### config.mk
export PLATFORM = sky130hd
export DESIGN_NAME = mult_div_sequencer_flat
export DESIGN_NICKNAME = d
export VERILOG_FILES = /design/src/rtl/mult_div_sequencer_if.sv /design/src/rtl/mult_div_sequencer.sv /design/src/flat_wrapper.sv
export SDC_FILE = /design/constraint.sdc
export NUM_CORES = 1
export LEC_CHECK = 0
export BUFFER_PORTS_ARGS = -buffer_cell sky130_fd_sc_hd__buf_2
export CELL_PAD_IN_SITES_DETAIL_PLACEMENT = 0
export CELL_PAD_IN_SITES_GLOBAL_PLACEMENT = 1
export CORE_MARGIN = 1.5
export CORE_UTILIZATION = 40
export CTS_CLUSTER_SIZE = 16
export DETAILED_ROUTE_END_ITERATION = 10
export GPL_TIMING_DRIVEN = 0
export PLACE_DENSITY = 0.83
export SLEW_MARGIN = 5
export SYNTH_ARGS = -nofsm -noshare
export SYNTH_HDL_FRONTEND = slang
export SYNTH_SLANG_ARGS = --single-unit
### constraint.sdc
create_clock -name clk -period 5.7 [get_ports clk]
set_clock_uncertainty 0.05 [all_clocks]
set_input_delay 0 -clock clk [delete_from_list [all_inputs] [get_ports clk]]
set_output_delay 0 -clock clk [all_outputs]
set_load 0.05 [all_outputs]
### src/rtl/mult_div_sequencer_if.sv
// Request/response bundle between the core's control FSM (master) and the
// iterative multiply/divide unit (slave).
interface mult_div_sequencer_if #(
    parameter int WIDTH = 32
);
    localparam int CW = $clog2(WIDTH + 1);

    logic             start;
    logic [1:0]       op;
    logic [WIDTH-1:0] rs_val;
    logic [WIDTH-1:0] rt_val;
    logic             busy;
    logic             done;
    logic [WIDTH-1:0] hi;
    logic [WIDTH-1:0] lo;
    logic             div_by_zero;
    logic [CW-1:0]    count;

    modport master (
        output start, op, rs_val, rt_val,
        input  busy, done, hi, lo, div_by_zero, count
    );

    modport slave (
        input  start, op, rs_val, rt_val,
        output busy, done, hi, lo, div_by_zero, count
    );
endinterface

### src/rtl/mult_div_sequencer.sv
// Iterative MULT/MULTU/DIV/DIVU unit: 32-step shift-add multiply and restoring
// divide on operand magnitudes, with sign correction in a final FIX cycle.
module mult_div_sequencer #(
    parameter int WIDTH = 32
) (
    input  logic                  clk,
    input  logic                  rst,
    mult_div_sequencer_if.slave   bus
);
    localparam int CW = $clog2(WIDTH + 1);

    typedef enum logic [2:0] {
        S_IDLE,
        S_LOAD,
        S_ITER,
        S_FIX,
        S_DONE
    } state_t;

    state_t             state_q, state_d;
    logic [1:0]         op_q, op_d;
    logic [WIDTH-1:0]   opa_q, opa_d;     // raw rs, then multiplicand / dividend magnitude
    logic [WIDTH-1:0]   opb_q, opb_d;     // raw rt, then multiplier / divisor magnitude
    logic [2*WIDTH-1:0] acc_q, acc_d;
    logic               neg_lo_q, neg_lo_d;
    logic               neg_hi_q, neg_hi_d;
    logic [CW-1:0]      count_q, count_d;
    logic [WIDTH-1:0]   hi_q, hi_d;
    logic [WIDTH-1:0]   lo_q, lo_d;
    logic               dbz_q, dbz_d;

    logic               is_div, is_signed, a_neg, b_neg;
    logic [WIDTH-1:0]   mag_a, mag_b;
    logic [WIDTH:0]     mul_sum;
    logic [2*WIDTH-1:0] mul_next;
    logic [WIDTH:0]     div_rem_sh;
    logic               div_ge;
    logic [WIDTH-1:0]   div_diff;
    logic [2*WIDTH-1:0] div_next;
    logic [2*WIDTH-1:0] prod_neg;
    logic [WIDTH-1:0]   quo_neg, rem_neg;

    assign is_div    = op_q[1];
    assign is_signed = ~op_q[0];
    assign a_neg     = is_signed & opa_q[WIDTH-1];
    assign b_neg     = is_signed & opb_q[WIDTH-1];
    assign mag_a     = a_neg ? ('0 - opa_q) : opa_q;
    assign mag_b     = b_neg ? ('0 - opb_q) : opb_q;

    // Multiply step: conditional add into the upper half, then shift {carry, acc} right.
    assign mul_sum  = {1'b0, acc_q[2*WIDTH-1:WIDTH]} + (opb_q[0] ? {1'b0, opa_q} : '0);
    assign mul_next = {mul_sum, acc_q[WIDTH-1:1]};

    // Divide step: remainder takes the next dividend bit; the difference fits WIDTH when non-negative.
    assign div_rem_sh = {acc_q[2*WIDTH-1:WIDTH], opa_q[WIDTH-1]};
    assign div_ge     = div_rem_sh >= {1'b0, opb_q};
    assign div_diff   = div_rem_sh[WIDTH-1:0] - opb_q;
    assign div_next   = div_ge ? {div_diff, acc_q[WIDTH-2:0], 1'b1}
                               : {div_rem_sh[WIDTH-1:0], acc_q[WIDTH-2:0], 1'b0};

    assign prod_neg = '0 - acc_q;
    assign quo_neg  = '0 - acc_q[WIDTH-1:0];
    assign rem_neg  = '0 - acc_q[2*WIDTH-1:WIDTH];

    always_comb begin
        // NOTE: every variable gets its hold value first so no path can infer a latch.
        state_d  = state_q;
        op_d     = op_q;
        opa_d    = opa_q;
        opb_d    = opb_q;
        acc_d    = acc_q;
        neg_lo_d = neg_lo_q;
        neg_hi_d = neg_hi_q;
        count_d  = count_q;
        hi_d     = hi_q;
        lo_d     = lo_q;
        dbz_d    = dbz_q;

        unique case (state_q)
            S_IDLE: begin
                if (bus.start) begin
                    op_d    = bus.op;
                    opa_d   = bus.rs_val;
                    opb_d   = bus.rt_val;
                    dbz_d   = 1'b0;
                    state_d = S_LOAD;
                end
            end
            S_LOAD: begin
                opa_d    = mag_a;
                opb_d    = mag_b;
                neg_lo_d = a_neg ^ b_neg;
                neg_hi_d = a_neg;
                acc_d    = '0;
                count_d  = '0;
                if (is_div && (opb_q == '0)) begin
                    hi_d    = opa_q;
                    lo_d    = '1;
                    dbz_d   = 1'b1;
                    state_d = S_DONE;
                end else begin
                    state_d = S_ITER;
                end
            end
            S_ITER: begin
                if (is_div) begin
                    acc_d = div_next;
                    opa_d = opa_q << 1;
                end else begin
                    acc_d = mul_next;
                    opb_d = opb_q >> 1;
                end
                count_d = count_q + CW'(1);
                if (count_q == CW'(WIDTH - 1)) begin
                    state_d = S_FIX;
                end
            end
            S_FIX: begin
                if (is_div) begin
                    hi_d = neg_hi_q ? rem_neg : acc_q[2*WIDTH-1:WIDTH];
                    lo_d = neg_lo_q ? quo_neg : acc_q[WIDTH-1:0];
                end else begin
                    {hi_d, lo_d} = neg_lo_q ? prod_neg : acc_q;
                end
                state_d = S_DONE;
            end
            S_DONE: begin
                state_d = S_IDLE;
            end
            default: begin
                state_d = S_IDLE;
            end
        endcase
    end

    // NOTE: sequential state uses non-blocking assignments so every register samples pre-edge values.
    always_ff @(posedge clk or posedge rst) begin
        if (rst) begin
            state_q  <= S_IDLE;
            op_q     <= '0;
            opa_q    <= '0;
            opb_q    <= '0;
            acc_q    <= '0;
            neg_lo_q <= 1'b0;
            neg_hi_q <= 1'b0;
            count_q  <= '0;
            hi_q     <= '0;
            lo_q     <= '0;
            dbz_q    <= 1'b0;
        end else begin
            state_q  <= state_d;
            op_q     <= op_d;
            opa_q    <= opa_d;
            opb_q    <= opb_d;
            acc_q    <= acc_d;
            neg_lo_q <= neg_lo_d;
            neg_hi_q <= neg_hi_d;
            count_q  <= count_d;
            hi_q     <= hi_d;
            lo_q     <= lo_d;
            dbz_q    <= dbz_d;
        end
    end

    assign bus.busy        = (state_q == S_LOAD) || (state_q == S_ITER) || (state_q == S_FIX);
    assign bus.done        = (state_q == S_DONE);
    assign bus.hi          = hi_q;
    assign bus.lo          = lo_q;
    assign bus.div_by_zero = dbz_q;
    assign bus.count       = count_q;
endmodule

### src/flat_wrapper.sv
// flat-port wrapper written by rule: the top's interface ports become plain ports
module mult_div_sequencer_flat 
#(
    parameter int WIDTH = 32
)
  (clk, rst, bus_start, bus_op, bus_rs_val, bus_rt_val, bus_busy, bus_done, bus_hi, bus_lo, bus_div_by_zero, bus_count);
  mult_div_sequencer_if #(.WIDTH(WIDTH)) bus_i ();
  input  logic clk;
  input  logic rst;
  input wire logic [$bits(bus_i.start)-1:0] bus_start;
  input wire logic [$bits(bus_i.op)-1:0] bus_op;
  input wire logic [$bits(bus_i.rs_val)-1:0] bus_rs_val;
  input wire logic [$bits(bus_i.rt_val)-1:0] bus_rt_val;
  output wire logic [$bits(bus_i.busy)-1:0] bus_busy;
  output wire logic [$bits(bus_i.done)-1:0] bus_done;
  output wire logic [$bits(bus_i.hi)-1:0] bus_hi;
  output wire logic [$bits(bus_i.lo)-1:0] bus_lo;
  output wire logic [$bits(bus_i.div_by_zero)-1:0] bus_div_by_zero;
  output wire logic [$bits(bus_i.count)-1:0] bus_count;
  assign bus_i.start = bus_start;
  assign bus_i.op = bus_op;
  assign bus_i.rs_val = bus_rs_val;
  assign bus_i.rt_val = bus_rt_val;
  assign bus_busy = bus_i.busy;
  assign bus_done = bus_i.done;
  assign bus_hi = bus_i.hi;
  assign bus_lo = bus_i.lo;
  assign bus_div_by_zero = bus_i.div_by_zero;
  assign bus_count = bus_i.count;
  mult_div_sequencer #(.WIDTH(WIDTH)) u_core (.clk(clk), .rst(rst), .bus(bus_i));
endmodule
==> impl_metrics.env <==
export IMPL_status="completed"
export IMPL_setup_tns_final_ns=0
export IMPL_timing_fmax_mhz=217
export IMPL_critPathRequiredTime_ns=6.10
export IMPL_synth_flop_cell="dfrtp_1"
export IMPL_critical_path_arrival_ns=5.00
export IMPL_crit_type="reg2reg"
export IMPL_dieArea_um2=40800
export IMPL_critPathBufInv=3
export IMPL_p_leak_nw=8.26
export IMPL_final_max_slew_violation_count=0
export IMPL_place_gp_congestion=0.962
export IMPL_antenna_found_initial=0
export IMPL_grt_max_degree=109
export IMPL_maxCapViolations=0
export IMPL_path_delay_family="compound AO/OA/AOI/OAI gates"
export IMPL_ys_top_cells_by_count="o21ai_0 (289), dfrtp_1 (206), nand2_1 (180)"
export IMPL_grt_overflow=0
export IMPL_synth_warnings=0
export IMPL_synthTopCellsByArea="dfrtp_1 (33%), o21ai_0 (9.1%), ha_1 (5.5%)"
export IMPL_cts_buffer_depth=3
export IMPL_syn_inst=1958
export IMPL_clock_latency_ns=0.55
export IMPL_vias_per_cell=6.13
export IMPL_start_kind="register"
export IMPL_ff2ff_setup_slack_ns=1.10
export IMPL_crit_start="u_core.opb_q[0]"
export IMPL_routed_wirelength_um=63200
export IMPL_final_setup_viol_count=0
export IMPL_end_kind="register"
export IMPL_endpoint="u_core.acc_q[61]"
export IMPL_clk_pin_slew_ns=0.06
export IMPL_ys_seq_area_share_pct=32.5
export IMPL_synthArstFlopShare_pct=100
export IMPL_reg2reg_from="u_core.opb_q[0]"
export IMPL_synth_cell_types=78
export IMPL_min_path_type="in2async"
export IMPL_layout_drive_gt1_share_pct=9.95
export IMPL_cp_slowest_stage_delay_ns=0.59
export IMPL_powerDensity_nw_per_um2=663
export IMPL_max_slew_margin_pct=14.3
export IMPL_netlist_area_um2=15800
export IMPL_syn2layout_area_growth_pct=18.1
export IMPL_cp_slowest_cell="dfrtp_1"
export IMPL_crit_fanout=10
export IMPL_core_region_area_um2=38800
export IMPL_synth_seq_cells=206
export IMPL_cts_made_buffers=25
export IMPL_root_buffer="clkbuf_16"
export IMPL_htreeDepth=1
export IMPL_fin_crit_sh_pct=80.7
export IMPL_dieWidth_um=202
export IMPL_synth_most_common_cell="o21ai_0"
export IMPL_hold_violations=0
export IMPL_worstSetupPathDepth=15
export IMPL_drt_pass1_iterations=8
export IMPL_fp_dieH_um=202
export IMPL_vdd_ir_drop_max_mv=0.236
export IMPL_num_rows=72
export IMPL_worst_pin_slew_ns=1.29
export IMPL_antenna_left=0
export IMPL_syn_nets=2099
export IMPL_dpl_hpwl_um=47800
export IMPL_ioPinCount=142
export IMPL_cts_tree="done"
export IMPL_grt_pass1_wl_um=96800
export IMPL_rsz0062_at_grt="false"
export IMPL_drcViolationCount=0
export IMPL_crit_chain="clkbuf_1 -> inv_1 -> nor2_1 -> ha_1 -> inv_1 -> fa_1 -> nor2b_1 -> o31ai_1 -> a21oi_1 -> o22ai_1 -> o21ai_0 -> a31oi_1 -> a21oi_1 -> mux2_2 -> o211ai_1"
export IMPL_avgSynthCellArea_um2=8.09
export IMPL_nets=2339
export IMPL_num_vias=16734
export IMPL_initial_core_util_pct=40.8
export IMPL_r2r_cells=15
export IMPL_synth_edf_count=0
export IMPL_cts_sinks=206
export IMPL_synth_top_area_cell="dfrtp_1"
export IMPL_p_total_mw=12.4
export IMPL_crit_reg2reg_capture="u_core.acc_q[61]"
export IMPL_drt_iter0_markers=1630
export IMPL_grt_pass1_vias=15812
export IMPL_portBuffers=141
export IMPL_yosysTopAreaCellShare_pct=32.5
export IMPL_wire_per_inst_um=23.2
export IMPL_min_period_ns=4.60
export IMPL_grt_usage_pct=30.5
## worst reg2reg max path: stages, from the launching register on
cell      delay [ns]
dfrtp_1         0.59
clkbuf_1        0.36
inv_1           0.21
nor2_1          0.27
ha_1            0.26
inv_1           0.07
fa_1            0.42
nor2b_1         0.16
o31ai_1         0.11
a21oi_1         0.34
o22ai_1         0.23
o21ai_0         0.51
a31oi_1         0.22
a21oi_1         0.25
mux2_2          0.37
o211ai_1        0.08
## repair_timing
item,CTS,global route
hold endpoints to repair,166,0
setup endpoints to repair,0,0
hold buffers,71,0
resized for setup,0,0
buffers inserted,0,0
## per-layer routing
metal  GRT usage [%]  wire, um
met1            44.0     28000
met3            3.24      4820
met4            10.7      2300
met2            47.3     28100
met5               0         0
## flip-flops by register name, summed over array words and instances (netlist names)
signal,flops
u_core.opb_q,32
u_core.neg_lo_q,1
u_core.bus.count,6
u_core.op_q,2
u_core.opa_q,32
u_core.bus.hi,32
u_core.neg_hi_q,1
u_core.bus.lo,32
u_core.bus.div_by_zero,1
u_core.state_q,3
u_core.acc_q,64
## per-stage QoR
step / util (%) / cell area (um2) / hold WS (ns) / instances / setup slack (ns)
final: 48.2 / 18700 / 0.0692 / 2731 / 1.10
after global routing: 48.2 / 18700 / 0.135 / 2730 / 0.944
after CTS: 48.2 / 18700 / 0.127 / 2730 / 1.15
after detailed placement: 44.4 / 17200 / 0.155 / 2618 / 1.18
after global placement: 44.3 / 17200 / 0.178 / 2617 / -3.00
after floorplan: - / 15800 / 0.0554 / 1958 / 0.0259
## cell usage in the layout, fill, tap and decap left out, types with 44 or more instances in the layout
cell type | netlist | final
o21ai_0 | 289 | 289
dfrtp_1 | 206 | 206
nand2_1 | 180 | 180
buf_2 | 13 | 154
a21oi_1 | 125 | 125
nor2_1 | 115 | 115
clkbuf_1 | 104 | 112
nor3_1 | 79 | 79
dlygate4sd3_1 | 0 | 71
ha_1 | 70 | 70
mux2i_1 | 67 | 67
xor2_1 | 67 | 67
inv_1 | 60 | 59
nand3_1 | 45 | 45
xnor2_1 | 44 | 44
## where the power goes
part | switching, mW | leakage (nW) | internal (mW)
logic | 5.38 | 5.21 | 2.60
clock network | 0.659 | 0.373 | 0.898
registers | 0.848 | 2.67 | 2.03
total | 6.88 | 8.26 | 5.53
## how the worst min path moves through the flow
stage                       start                to  slack [ns]  depth (start not counted)
finish                        rst  u_core.acc_q[36]        0.07                          3
global route                  rst  u_core.acc_q[37]        0.14                          3
global placement    bus_rs_val[7]   u_core.opa_q[7]        0.18                          3
detailed placement            rst  u_core.acc_q[36]        0.15                          2
CTS                           rst  u_core.acc_q[37]        0.13                          3
floorplan           bus_rs_val[0]   u_core.opa_q[0]        0.06                          2
## cells by family after synthesis
group	share of synthesized area, %
buf+inv	5.04
xor+xnor	6.13
mux	4.44
flops	32.5
fa+ha+maj	5.78
compound gates	26.2
simple gates	19.9
## layout make-up
| class | count | area, um2 |
|---|---|---|
| inverter | 60 | 233 |
| sequential | 206 | 5150 |
| clock buffer | 37 | 711 |
| tap | 518 | 648 |
| buffer | 135 | 573 |
| clock inverter | 4 | 48.8 |
| antenna | 1 | 2.50 |
| fill | 3845 | 20100 |
| timing repair buffer | 213 | 1440 |
| multi-input combinational | 1557 | 9900 |
No activity file was read; power rests on OpenSTA's default activity.
